[src/rtl/fetch_stage_if.sv]
// Instruction-memory request/response bus between the fetch stage and imem.
interface fetch_stage_if #(
  parameter int XLEN = 32
);
  logic            imem_req;
  logic [XLEN-1:0] imem_addr;
  logic            imem_ready;
  logic [XLEN-1:0] imem_rdata;

  modport master (output imem_req, output imem_addr, input imem_ready, input imem_rdata);
  modport slave  (input imem_req, input imem_addr, output imem_ready, output imem_rdata);
endinterface

[src/rtl/fetch_stage.sv]
// Instruction fetch stage: PC register, imem request/ready handshake,
// one-entry skid buffer for responses that land during a decode stall,
// and the IF/ID pipeline register. Redirect beats flush beats stall.
module fetch_stage #(
  parameter int              XLEN      = 32,
  parameter logic [XLEN-1:0] RESET_PC  = '0,
  parameter logic [XLEN-1:0] NOP_INSTR = XLEN'(32'h0000_0013)
) (
  input  logic              clk,
  input  logic              rst,
  input  logic              StallD,
  input  logic              FlushD,
  input  logic              PCSrcE,
  input  logic [XLEN-1:0]   PCTargetE,
  fetch_stage_if.master     imem,
  output logic [XLEN-1:0]   InstrD,
  output logic [XLEN-1:0]   PCD,
  output logic [XLEN-1:0]   PCPlus4D,
  output logic              ValidD
);

  typedef enum logic [1:0] {IDLE, FETCH, HOLD} state_e;

  state_e          state_q, state_d;
  logic [XLEN-1:0] pcf_q, pcf_d;
  logic [XLEN-1:0] instr_q, instr_d;
  logic [XLEN-1:0] pcd_q, pcd_d;
  logic [XLEN-1:0] pcp4_q, pcp4_d;
  logic            valid_q, valid_d;
  logic [XLEN-1:0] skid_instr_q, skid_instr_d;
  logic [XLEN-1:0] skid_pc_q, skid_pc_d;

  // Redirect targets are word aligned; the low bits are dropped on purpose.
  logic [1:0] unused_tgt_lsb;
  assign unused_tgt_lsb = PCTargetE[1:0];

  assign imem.imem_req  = (state_q == FETCH);
  assign imem.imem_addr = pcf_q;
  assign InstrD         = instr_q;
  assign PCD            = pcd_q;
  assign PCPlus4D       = pcp4_q;
  assign ValidD         = valid_q;

  // Next-state and datapath: instr_q is forced to NOP whenever valid drops,
  // so InstrD never needs an output mux. PCF is not advanced on a stalled
  // accept, so in HOLD it still equals the skid PC (used for refetch).
  always_comb begin
    state_d      = state_q;
    pcf_d        = pcf_q;
    instr_d      = instr_q;
    pcd_d        = pcd_q;
    pcp4_d       = pcp4_q;
    valid_d      = valid_q;
    skid_instr_d = skid_instr_q;
    skid_pc_d    = skid_pc_q;
    if (PCSrcE) begin
      pcf_d   = {PCTargetE[XLEN-1:2], 2'b00};
      valid_d = 1'b0;
      instr_d = NOP_INSTR;
      state_d = FETCH;
    end else if (FlushD) begin
      if (state_q == HOLD) pcf_d = skid_pc_q;
      valid_d = 1'b0;
      instr_d = NOP_INSTR;
      state_d = FETCH;
    end else begin
      unique case (state_q)
        IDLE: state_d = FETCH;
        FETCH: begin
          if (imem.imem_ready) begin
            if (!StallD) begin
              instr_d = imem.imem_rdata;
              pcd_d   = pcf_q;
              pcp4_d  = pcf_q + XLEN'(4);
              valid_d = 1'b1;
              pcf_d   = pcf_q + XLEN'(4);
            end else begin
              skid_instr_d = imem.imem_rdata;
              skid_pc_d    = pcf_q;
              state_d      = HOLD;
            end
          end else if (!StallD) begin
            valid_d = 1'b0;
            instr_d = NOP_INSTR;
          end
        end
        HOLD: begin
          if (!StallD) begin
            instr_d = skid_instr_q;
            pcd_d   = skid_pc_q;
            pcp4_d  = skid_pc_q + XLEN'(4);
            valid_d = 1'b1;
            pcf_d   = pcf_q + XLEN'(4);
            state_d = FETCH;
          end
        end
        default: state_d = IDLE;
      endcase
    end
  end

  // State and pipeline registers, async active-low reset.
  always_ff @(posedge clk or negedge rst) begin
    if (!rst) begin
      state_q      <= IDLE;
      pcf_q        <= RESET_PC;
      instr_q      <= NOP_INSTR;
      pcd_q        <= '0;
      pcp4_q       <= '0;
      valid_q      <= 1'b0;
      skid_instr_q <= '0;
      skid_pc_q    <= '0;
    end else begin
      state_q      <= state_d;
      pcf_q        <= pcf_d;
      instr_q      <= instr_d;
      pcd_q        <= pcd_d;
      pcp4_q       <= pcp4_d;
      valid_q      <= valid_d;
      skid_instr_q <= skid_instr_d;
      skid_pc_q    <= skid_pc_d;
    end
  end

endmodule
[src/flat_wrapper.sv]
// flat-port wrapper written by rule: the top's interface ports become plain ports
module fetch_stage_flat 
#(
  parameter int              XLEN      = 32,
  parameter logic [XLEN-1:0] RESET_PC  = '0,
  parameter logic [XLEN-1:0] NOP_INSTR = XLEN'(32'h0000_0013)
)
  (clk, rst, StallD, FlushD, PCSrcE, PCTargetE, InstrD, PCD, PCPlus4D, ValidD, imem_imem_req, imem_imem_addr, imem_imem_ready, imem_imem_rdata);
  fetch_stage_if #(.XLEN(XLEN)) imem_i ();
  input  logic clk;
  input  logic rst;
  input  logic StallD;
  input  logic FlushD;
  input  logic PCSrcE;
  input  logic [XLEN-1:0] PCTargetE;
  output logic [XLEN-1:0] InstrD;
  output logic [XLEN-1:0] PCD;
  output logic [XLEN-1:0] PCPlus4D;
  output logic ValidD;
  output wire logic [$bits(imem_i.imem_req)-1:0] imem_imem_req;
  output wire logic [$bits(imem_i.imem_addr)-1:0] imem_imem_addr;
  input wire logic [$bits(imem_i.imem_ready)-1:0] imem_imem_ready;
  input wire logic [$bits(imem_i.imem_rdata)-1:0] imem_imem_rdata;
  assign imem_imem_req = imem_i.imem_req;
  assign imem_imem_addr = imem_i.imem_addr;
  assign imem_i.imem_ready = imem_imem_ready;
  assign imem_i.imem_rdata = imem_imem_rdata;
  fetch_stage #(.XLEN(XLEN), .RESET_PC(RESET_PC), .NOP_INSTR(NOP_INSTR)) u_core (.clk(clk), .rst(rst), .StallD(StallD), .FlushD(FlushD), .PCSrcE(PCSrcE), .PCTargetE(PCTargetE), .imem(imem_i), .InstrD(InstrD), .PCD(PCD), .PCPlus4D(PCPlus4D), .ValidD(ValidD));
endmodule
[config.mk]
export PLATFORM = sky130hd
export DESIGN_NAME = fetch_stage_flat
export DESIGN_NICKNAME = d
export VERILOG_FILES = /design/src/rtl/fetch_stage_if.sv /design/src/rtl/fetch_stage.sv /design/src/flat_wrapper.sv
export SDC_FILE = /design/constraint.sdc
export NUM_CORES = 1
export LEC_CHECK = 0
export ABC_AREA = 1
export ABC_CLOCK_PERIOD_IN_PS = 2700
export BUFFER_PORTS_ARGS = -buffer_cell sky130_fd_sc_hd__buf_2
export CAP_MARGIN = 5
export CORE_AREA = 5 5 151 153
export CTS_BUF_LIST = sky130_fd_sc_hd__clkbuf_4
export CTS_CLUSTER_SIZE = 24
export DETAILED_ROUTE_END_ITERATION = 12
export DIE_AREA = 0 0 156 158
export GPL_TIMING_DRIVEN = 0
export PLACE_DENSITY = 0.82
export SETUP_SLACK_MARGIN = 0.1
export SLEW_MARGIN = 20
export SYNTH_ARGS = -nofsm -noshare
export SYNTH_HDL_FRONTEND = slang
export SYNTH_SLANG_ARGS = --single-unit
export TNS_END_PERCENT = 30
[constraint.sdc]
create_clock -name clk -period 2.7 [get_ports clk]
set_input_delay 0.405 -clock clk [delete_from_list [all_inputs] [get_ports clk]]
set_output_delay 0.405 -clock clk [all_outputs]
set_load 0.005 [all_outputs]
==> out/results.ini <==
[timing]
tightest_slew_ns=0.8807
setup_viol=0
rsz0062_at_grt=no
fin_crit_sh_pct=89.87
slew_violations=0
holdWs_ns=0.01613
post-route-min-period_ns=2.426
setup_ws_ns=0.2736
maxSlewHeadroom_pct=41.29
hold_viol_final=0
clock-skew-final_ns=0.02452
fmaxAchievable_mhz=412.1

[setup_path]
reg2regPathDepth=10
worstPathRequired_ns=3.21
critPathArrivalTime_ns=2.94
regToRegSetupSlack_ns=0.27
crit_start=u_core.skid_pc_q[3]
path_max_fanout=5
critPathLaunchType=register
cp-end-kind=register
reg2reg_from=u_core.skid_pc_q[3]
crit_type=register to register

[routing]
drt_iter0_drc=1087
wl_um=40750
route.detailed.drc=0
final_antenna_net_count=0
wl_per_cell_um=20.80
routed_via_density=5.647
firstDrtPassIters=9
vias=11060

[logic_synthesis]
async_flop_share_pct=100.0
ys_warn_count=0
seq_area_frac_synth_pct=46.22
synth-edff-count=0
syn_nets=1511
syn-instance-count=1439
synthDistinctLibCells=41
netlist_area_um2=10460
ys_seq_elements=193
synth_area_per_cell_um2=7.267
synth_ff_type=dfrtp_1

[final_layout]
fin_nets=1736
fin_area_um2=12240
n_fill_cell=2025
final_common_cell=nand2_1
areaGrowthSynthToFinish_pct=17.00
final_cell_mix=nand2_1, nor2_1, buf_2, dfrtp_1, inv_1
layout-drive-gt1-share_pct=17.89
ff_latch_area_um2=4833
multi_input_area_um2=4818
fin_util_pct=57.13

[cts]
cts_root_buffer=clkbuf_4
path_clk_slew_ns=0.19
cts.path.max_buffers=2
clock-sinks=193
cts_tree=yes
clk_latency_ns=0.60
cts_made_buffers=17
htreeDepth=4
cts_setup_buffers=0

[global_route]
grt.overflow.total=0
use_met1_pct=45.45
grt_use_met2_pct=50.54
antenna_found_initial=1
grtUsageMet3_pct=9.240
busiest_layer=met2
grt_pass1_wl_um=62420
grt_max_degree=100
grt_pass1_vias=10780
grt_util_all_layers_pct=33.28

[floorplan]
fp.dieH_um=158
coreArea_um2=21420
boundaryPins=200
dieArea_um2=24650
die_x_um=156
rows=54
initial_core_util_pct=48.83

[placed_design]
post-place-ws_ns=0.3869
port_buffers=196
placed_area_um2=11830
dp_hpwl_um=31340
routabilityCongestion=1.019

[min_path]
min_path_type=primary input to register
min-delay-start=imem_imem_rdata[23]
hold_depth=3

[power_and_ir_drop]
powerDensity_nw_per_um2=684.8
p_leak_nw=6.084
ir_worst_vdd_v=0.0003705

[status]
outcome=finished clean

[run]
cap_violations=0

==> power by group <==
part           leakage [nW]  internal (mW)  switching (mW)  total [mW]
combinational          3.58          0.945            1.47        2.42
sequential             2.34           3.52           0.763        4.29
clock                 0.163          0.445            1.23        1.68
==> metal layers <==
metal / vias up / share of wire, %
met3: 110 / 11
met2: 662 / 44
li1: 5075 / -
met1: 5215 / 41
met5: - / 0
met4: 0 / 4.1
==> state kept, by name, indices dropped and copies added, names as in the netlist <==
signal / flops
u_core.ValidD: 1
u_core.skid_instr_q: 32
u_core.PCD: 30
u_core.skid_pc_q: 32
u_core.PCPlus4D: 32
u_core.state_q: 2
u_core.InstrD: 32
u_core.imem.imem_addr: 32
==> critical path, stage by stage, from the launching register on <==
cell and delay, ns:
dfrtp_1 0.54, ha_1 0.31, nand3_1 0.21, inv_1 0.25, nand2_1 0.24, nor2_1 0.38
nand2_1 0.09, nand2_1 0.06, nand3_1 0.06, nand3_1 0.12, nand2_1 0.06
==> cell families after synthesis <==
kind of cell	count (synthesis)	share of synthesized area [%]
XOR/XNOR	21	1.759
flip-flops	193	46.22
multiplexers	2	0.1914
buffers and inverters	177	7.729
AND/OR/NAND/NOR	785	29.74
adder cells (fa/ha/maj)	2	0.2393
AO/OA/AOI/OAI	259	14.12
==> worst paths after layout <==
| path | endpoint |
|---|---|
| max in group asynchronous | u_core.imem.imem_addr[30] |
| min in group asynchronous | u_core.skid_instr_q[8] |
| setup / recovery | u_core.PCPlus4D[28] |
| hold / removal | u_core.skid_instr_q[23] |
| hold reg to reg | u_core.skid_instr_q[31] |
| setup reg to reg | u_core.PCPlus4D[28] |
==> final cells by class <==
type,instances,share of cell area [%]
well taps,280,2.863
inverters,99,3.078
plain buffers,78,3.528
clock inverters,15,1.503
diodes,2,0.04090
repair buffers,206,9.060
multi-input cells,1069,39.38
flip-flops and latches,193,39.50
clock buffers,17,1.043
==> per-stage QoR <==
step | power (mW) | std cells | TNS [ns]
finish | 8.379 | 1959 | 0
global route | 8.862 | 1959 | 0
CTS | 8.301 | 1950 | 0
detailed placement | 6.665 | 1916 | 0
global placement | 6.600 | 1915 | -377.83
floorplan | 5.390 | 1439 | 0
==> synth_stat cells (all sizes together), types with 3 or more instances <==
cell	n	area, um2
o211ai	29	217.7
xnor2	5	43.79
nand2	494	1864
nand4	5	31.28
nand3b	6	45.04
xor2	16	140.1
a31oi	32	200.2
nor2	228	898.4
nand3	50	250.2
buf	48	316.6
o21ai	119	606.8
a21oi	65	329.1
dfrtp	190	4755
clkbuf	30	115.1
dfstp	3	78.83
a221oi	3	26.28
inv	99	376.6
==> repair_timing <==
action	in CTS	in global routing
gates resized for setup	0	1
hold buffers	2	7
endpoints found under the setup margin	0	1
hold endpoints to repair	92	7
(Power assumes the default switching activity.)
